<file path="config.mk">
export PLATFORM = sky130hd
export DESIGN_NAME = x_multdiv_flat
export DESIGN_NICKNAME = d
export VERILOG_FILES = /design/src/rtl/x_multdiv_if.sv /design/src/rtl/x_multdiv.sv /design/src/flat_wrapper.sv
export SDC_FILE = /design/constraint.sdc
export NUM_CORES = 1
export LEC_CHECK = 0
export BUFFER_PORTS_ARGS = -buffer_cell sky130_fd_sc_hd__buf_2
export CAP_MARGIN = 20
export CORE_UTILIZATION = 41
export CTS_BUF_LIST = sky130_fd_sc_hd__clkbuf_2
export CTS_CLUSTER_SIZE = 20
export DETAILED_ROUTE_END_ITERATION = 7
export GPL_ROUTABILITY_DRIVEN = 0
export SYNTH_ARGS = -nofsm -noshare
export SYNTH_HDL_FRONTEND = slang
export SYNTH_SLANG_ARGS = --single-unit
export TNS_END_PERCENT = 30
</file>
<file path="constraint.sdc">
create_clock -name clock -period 28.2 [get_ports clock]
set_input_delay 4.23 -clock clock [delete_from_list [all_inputs] [get_ports clock]]
set_output_delay 4.23 -clock clock [all_outputs]
set_load 0.005 [all_outputs]
</file>
<file path="src/rtl/x_multdiv_if.sv">
// Bundle between the decode/execute pipeline and the x_multdiv multiply/divide unit.
// state is a debug view of the unit's FSM (IDLE=0, MULT=1, DIV=2, DONE=3).
interface x_multdiv_if #(
  parameter int DATA_WIDTH = 32
);
  // Handshake: a start strobe is taken only when busy is low; ready pulses for
  // exactly one cycle, and result/exception are meaningful in that cycle.
  logic                  start_mult;
  logic                  start_div;
  logic [DATA_WIDTH-1:0] operand_a;
  logic [DATA_WIDTH-1:0] operand_b;
  logic [DATA_WIDTH-1:0] result;
  logic                  exception;
  logic                  ready;
  logic                  busy;
  logic [1:0]            state;

  modport master (
    output start_mult, start_div, operand_a, operand_b,
    input  result, exception, ready, busy, state
  );

  modport slave (
    input  start_mult, start_div, operand_a, operand_b,
    output result, exception, ready, busy, state
  );
endinterface

</file>
<file path="src/rtl/x_multdiv.sv">
// Multi-cycle signed multiply (shift-add) / divide (restoring) unit with stall output.
// Optional macro MULTDIV_EARLY_TERM_EN ends MULT once the remaining multiplier bits are zero.
module x_multdiv #(
  parameter int DATA_WIDTH = 32
) (
  input  logic        clock,
  input  logic        reset,
  x_multdiv_if.slave  bus
);
  localparam int W  = DATA_WIDTH;
  localparam int CW = $clog2(W);

  typedef enum logic [1:0] {
    IDLE = 2'd0,
    MULT = 2'd1,
    DIV  = 2'd2,
    DONE = 2'd3
  } state_t;

  state_t state, state_next;

  logic [CW-1:0]  count;
  logic [2*W-1:0] acc;
  logic [2*W-1:0] addend;
  logic [W-1:0]   mplier;
  logic [W-1:0]   rem;
  logic [W-1:0]   quo;
  logic [W-1:0]   divisor;
  logic           sign;
  logic           div_zero;
  logic [W-1:0]   result;
  logic           exception;
  logic           ready;
  logic           busy;

  logic [W-1:0]   abs_a;
  logic [W-1:0]   abs_b;
  logic           accept;
  logic           last_iter;
  logic           mult_done;
  logic           div_done;
  logic [2*W-1:0] acc_step;
  logic [2*W-1:0] prod_signed;
  logic           mult_exc;
  logic [W:0]     shifted;
  logic [W-1:0]   diff;
  logic           fits;
  logic [W-1:0]   rem_step;
  logic [W-1:0]   quo_step;
  logic [W-1:0]   quo_signed;
  logic           div_exc;

  assign abs_a = bus.operand_a[W-1] ? -bus.operand_a : bus.operand_a;
  assign abs_b = bus.operand_b[W-1] ? -bus.operand_b : bus.operand_b;

  assign accept    = (state == IDLE || state == DONE) && (bus.start_mult || bus.start_div);
  assign last_iter = (count == CW'(W - 1));

`ifdef MULTDIV_EARLY_TERM_EN
  assign mult_done = last_iter || (mplier == '0);
`else
  assign mult_done = last_iter;
`endif
  assign div_done  = last_iter || div_zero;

  // Multiply: add the shifted multiplicand for each set multiplier bit.
  assign acc_step    = mplier[0] ? (acc + addend) : acc;
  assign prod_signed = sign ? -acc_step : acc_step;
  assign mult_exc    = (prod_signed[2*W-1:W] != {W{prod_signed[W-1]}});

  // Divide: the partial remainder is always < divisor, so the low W bits of
  // the difference are exact whenever the trial subtraction fits.
  assign shifted    = {rem, quo[W-1]};
  assign fits       = (shifted >= {1'b0, divisor});
  assign diff       = shifted[W-1:0] - divisor;
  assign rem_step   = fits ? diff : shifted[W-1:0];
  assign quo_step   = {quo[W-2:0], fits};
  assign quo_signed = sign ? -quo_step : quo_step;
  // A positive quotient with the top bit set only arises from MIN / -1.
  assign div_exc    = ~sign & quo_step[W-1];

  always_comb begin
    state_next = state;
    case (state)
      IDLE: begin
        if (bus.start_mult)     state_next = MULT;
        else if (bus.start_div) state_next = DIV;
      end
      MULT: if (mult_done) state_next = DONE;
      DIV:  if (div_done)  state_next = DONE;
      DONE: begin
        if (bus.start_mult)     state_next = MULT;
        else if (bus.start_div) state_next = DIV;
        else                    state_next = IDLE;
      end
      default: state_next = IDLE;
    endcase
  end

  always_ff @(posedge clock or posedge reset) begin
    if (reset) begin
      state     <= IDLE;
      count     <= '0;
      acc       <= '0;
      addend    <= '0;
      mplier    <= '0;
      rem       <= '0;
      quo       <= '0;
      divisor   <= '0;
      sign      <= 1'b0;
      div_zero  <= 1'b0;
      result    <= '0;
      exception <= 1'b0;
      ready     <= 1'b0;
      busy      <= 1'b0;
    end else begin
      state <= state_next;
      ready <= (state_next == DONE);
      busy  <= (state_next == MULT) || (state_next == DIV);
      if (accept) begin
        count     <= '0;
        acc       <= '0;
        addend    <= {{W{1'b0}}, abs_a};
        mplier    <= abs_b;
        rem       <= '0;
        quo       <= abs_a;
        divisor   <= abs_b;
        sign      <= bus.operand_a[W-1] ^ bus.operand_b[W-1];
        div_zero  <= ~bus.start_mult & (bus.operand_b == '0);
        result    <= '0;
        exception <= 1'b0;
      end else if (state == MULT) begin
        acc    <= acc_step;
        addend <= addend << 1;
        mplier <= mplier >> 1;
        count  <= count + CW'(1);
        if (mult_done) begin
          result    <= prod_signed[W-1:0];
          exception <= mult_exc;
        end
      end else if (state == DIV) begin
        rem   <= rem_step;
        quo   <= quo_step;
        count <= count + CW'(1);
        if (div_done) begin
          result    <= div_zero ? '0 : quo_signed;
          exception <= div_zero | div_exc;
        end
      end
    end
  end

  assign bus.result    = result;
  assign bus.exception = exception;
  assign bus.ready     = ready;
  assign bus.busy      = busy;
  assign bus.state     = state;
endmodule

</file>
<file path="src/flat_wrapper.sv">
// flat-port wrapper written by rule: the top's interface ports become plain ports
module x_multdiv_flat 
#(
  parameter int DATA_WIDTH = 32
)
  (clock, reset, bus_start_mult, bus_start_div, bus_operand_a, bus_operand_b, bus_result, bus_exception, bus_ready, bus_busy, bus_state);
  x_multdiv_if #(.DATA_WIDTH(DATA_WIDTH)) bus_i ();
  input  logic clock;
  input  logic reset;
  input wire logic [$bits(bus_i.start_mult)-1:0] bus_start_mult;
  input wire logic [$bits(bus_i.start_div)-1:0] bus_start_div;
  input wire logic [$bits(bus_i.operand_a)-1:0] bus_operand_a;
  input wire logic [$bits(bus_i.operand_b)-1:0] bus_operand_b;
  output wire logic [$bits(bus_i.result)-1:0] bus_result;
  output wire logic [$bits(bus_i.exception)-1:0] bus_exception;
  output wire logic [$bits(bus_i.ready)-1:0] bus_ready;
  output wire logic [$bits(bus_i.busy)-1:0] bus_busy;
  output wire logic [$bits(bus_i.state)-1:0] bus_state;
  assign bus_i.start_mult = bus_start_mult;
  assign bus_i.start_div = bus_start_div;
  assign bus_i.operand_a = bus_operand_a;
  assign bus_i.operand_b = bus_operand_b;
  assign bus_result = bus_i.result;
  assign bus_exception = bus_i.exception;
  assign bus_ready = bus_i.ready;
  assign bus_busy = bus_i.busy;
  assign bus_state = bus_i.state;
  x_multdiv #(.DATA_WIDTH(DATA_WIDTH)) u_core (.clock(clock), .reset(reset), .bus(bus_i));
endmodule
</file>
==> run_results.csv <==
group,metric,value,unit
status,status,"completed",
clock_tree,ctsResizeCount,0,
timing,slew_viol_final,0,
clock_tree,ctsHoldBuffers,0,
job,max_cap_viol_count,0,
routing,wl_per_cell,19.96,um
worst_setup_path,crit_required,29.20,ns
global_routing,grt_use_total,25.31,%
routing,drt-total-wl,75970,um
placed_design,place_ws,20.27,ns
clock_tree,numCtsBuffers,86,
layout,area_growth,7.230,%
timing,fin_ws,21.37,ns
routing,dr.pass1.iters,6,
pwr,power.density,129.5,mW/mm^2
synth,ys_seq_area_share,31.50,%
synth,ys_ff_latch,300,
synth,synthTopCellsByArea,"dfrtp_1 (32%), ha_1 (5.6%), nor2_1 (5.3%), a21oi_1 (5.3%), nand2_1 (4.6%)",
clock_tree,clk_pin_slew_worst_paths,0.10,ns
synth,yosys.area.top_type,"dfrtp_1",
clock_tree,clockRootBuffer,"clkbuf_2",
floorplanning,die_w,243.1,um
timing,slew_headroom,22.50,%
synth,synthCells,2953,
worst_setup_path,critPathKind,"in2reg",
timing,min_period_over_period,24.20,%
synth,synth_ff_type,"dfrtp_1",
worst_setup_path,critPathSlowestCell,"or3b_2",
floorplanning,die_y,243.1,um
timing,worstMarginPinSlew,1.133,ns
synth,avgSynthCellArea,8.069,um^2
routing,drt-initial-drc-count,2001,
global_routing,grt_pass1_wl,120700,um
clock_tree,cts_buffer_depth,3,
layout,post-route-cell-area,0.02555,mm^2
worst_setup_path,cp-end-kind,"register",
clock_tree,clk_latency,1.15,ns
global_routing,overflow,0,
synth,yosys-top-cells-count,"nor2_1 (335), dfrtp_1 (300), nand2_1 (289)",
synth,synth_enable_flop_cells,0,
timing,rsz0062_at_grt,"no",
worst_setup_path,crit_path_cell_trace,"buf_2, inv_1, nand2_1, or4_1, or2_2, or3b_2, or2_2, or3_1, nand2b_1, or3_1, o31ai_1, xnor2_1, nor2_1, o31ai_1",
clock_tree,numClockSinks,300,
placed_design,hpwl,54380,um
global_routing,grt_use_met1,35.98,%
routing,drc,0,
worst_setup_path,critPathMaxStageDelay,0.47,ns
routing,ant_nets,0,
global_routing,antenna_found_initial,7,
global_routing,first_global_vias,21850,
placed_design,numPortBuffers,104,
floorplanning,start_util,41.38,%
floorplanning,core_area,0.05759,mm^2
timing,min_period,6.826,ns
global_routing,use_met3,5.451,%
timing,final.setup.tns,0,ns
floorplanning,dieArea,0.05909,mm^2
routing,vias,23170,
timing,finalHoldViolCount,0,
layout,nNetsFinal,3164,
synth,ys_types,105,
min_path,hp-class,"reg2reg",
timing,setup_viol,0,
clock_tree,cts_setup_buffers,0,
routing,post_drt_via_cell_ratio,6.085,
synth,synthesis.nets,3130,
worst_setup_path,crit_fanout,4,
layout,post-route-util,44.37,%
synth,yosysTopAreaCellShare,31.50,%
timing,clock.fmax,0.1465,GHz
worst_setup_path,worstPathArrival,7.82,ns
global_routing,busiest_layer,"met2",
placed_design,placed_area,0.02481,mm^2
synth,synth_most_common_cell,"nor2_1",
clock_tree,h-tree-depth,3,
synth,yosys_warnings,0,
pwr,ir_worst_vdd,113.1,uV
floorplanning,rows,88,
pwr,total_leakage_power,11.32,nW
timing,skew,0.1301,ns
worst_setup_path,startpoint_type,"input pin",
global_routing,use_met2,37.69,%
pwr,power,0.003309,W
layout,drive_above_1_share,10.87,%
global_routing,grt_max_degree,192,
clock_tree,tritoncts,"done",
synth,syn_area,0.02383,mm^2
floorplanning,io_pins,105,
synth,async_flop_share,100.0,%
through the flow:
stage | hold WS [ns] | std cells
after floorplan | 0.4420 | 2953
after global placement | 0.4474 | 3660
after detailed placement | 0.4560 | 3661
after CTS | 0.4762 | 3797
after global routing | 0.5104 | 3805
final | 0.4745 | 3807
layer usage:
metal,up-vias,wire length (um),share of wire [%]
li1,10910,-,-
met1,11170,35090,46
met2,903,32550,43
met3,176,5943,7.8
met4,4,2364,3.1
met5,-,26,0.034
cell families after synthesis:
logic type	synth area share [%]
AND/OR/NAND/NOR	21.21
AO/OA/AOI/OAI	25.99
flip-flops	31.50
buffers and inverters	4.537
XOR/XNOR	6.059
multiplexers	4.915
adder cells (fa/ha/maj)	5.786
area by class of cell:
type                    instances  area, um^2
diodes                          7       17.52
clock buffers                 116       580.6
clock inverters                20       106.4
fillers                      5793       32030
inverters                      98       375.4
multi-input cells            2374       15270
flip-flops and latches        300        7515
well taps                     765       957.2
repair buffers                127       728.2
placed cells by master, fill, tap and decap left out, drive strengths merged, types with 85 or more instances in the layout:
cell type	count
nor2	338
dfrtp	300
buf	126
xnor2	85
a211oi	87
clkbuf	117
a21oi	254
mux2i	106
o21ai	202
ha	107
inv	102
nand2	289
flip-flops by register name, summed over array words and instances, names as in the netlist:
signal and flops:
u_core.bus.ready 1, u_core.sign 1, u_core.quo 32, u_core.rem 32, u_core.bus.state 2, u_core.mplier 32, u_core.bus.result 32, u_core.bus.exception 1
u_core.div_zero 1, u_core.count 5, u_core.divisor 32, u_core.bus.busy 1, u_core.acc 64, u_core.addend 64
worst max-delay path: cells and delay by family:
| family | cells | cell delay, ns |
|---|---|---|
| buffers and inverters | 2 | 0.18 |
| AND/OR/NAND/NOR | 9 | 2.71 |
| XOR/XNOR | 1 | 0.16 |
| AO/OA/AOI/OAI | 2 | 0.54 |
report_power, final:
group / total, W / switching [W] / internal [W]
combinational: 0.00224 / 0.00145 / 0.000793
sequential: 0.000755 / 0.000168 / 0.000587
clock: 0.000315 / 0.000203 / 0.000112
total: 0.00331 / 0.00182 / 0.00149
worst paths after layout:
kind | startpoint | to | slack (ns) | cells past startpoint
worst max-delay path | bus_operand_a[0] | u_core.quo[29] | 21.37 | 14
worst min-delay path | u_core.bus.result[0] | u_core.bus.result[0] | 0.47 | 2
worst max register to register | u_core.mplier[0] | u_core.bus.exception | 21.50 | 17
worst min register to register | u_core.bus.result[0] | u_core.bus.result[0] | 0.47 | 2
max in group asynchronous | reset | u_core.acc[49] | 22.71 | 4
min in group asynchronous | reset | u_core.bus.result[4] | 3.26 | 2
Note: power is estimated with default switching activity, not from simulation.
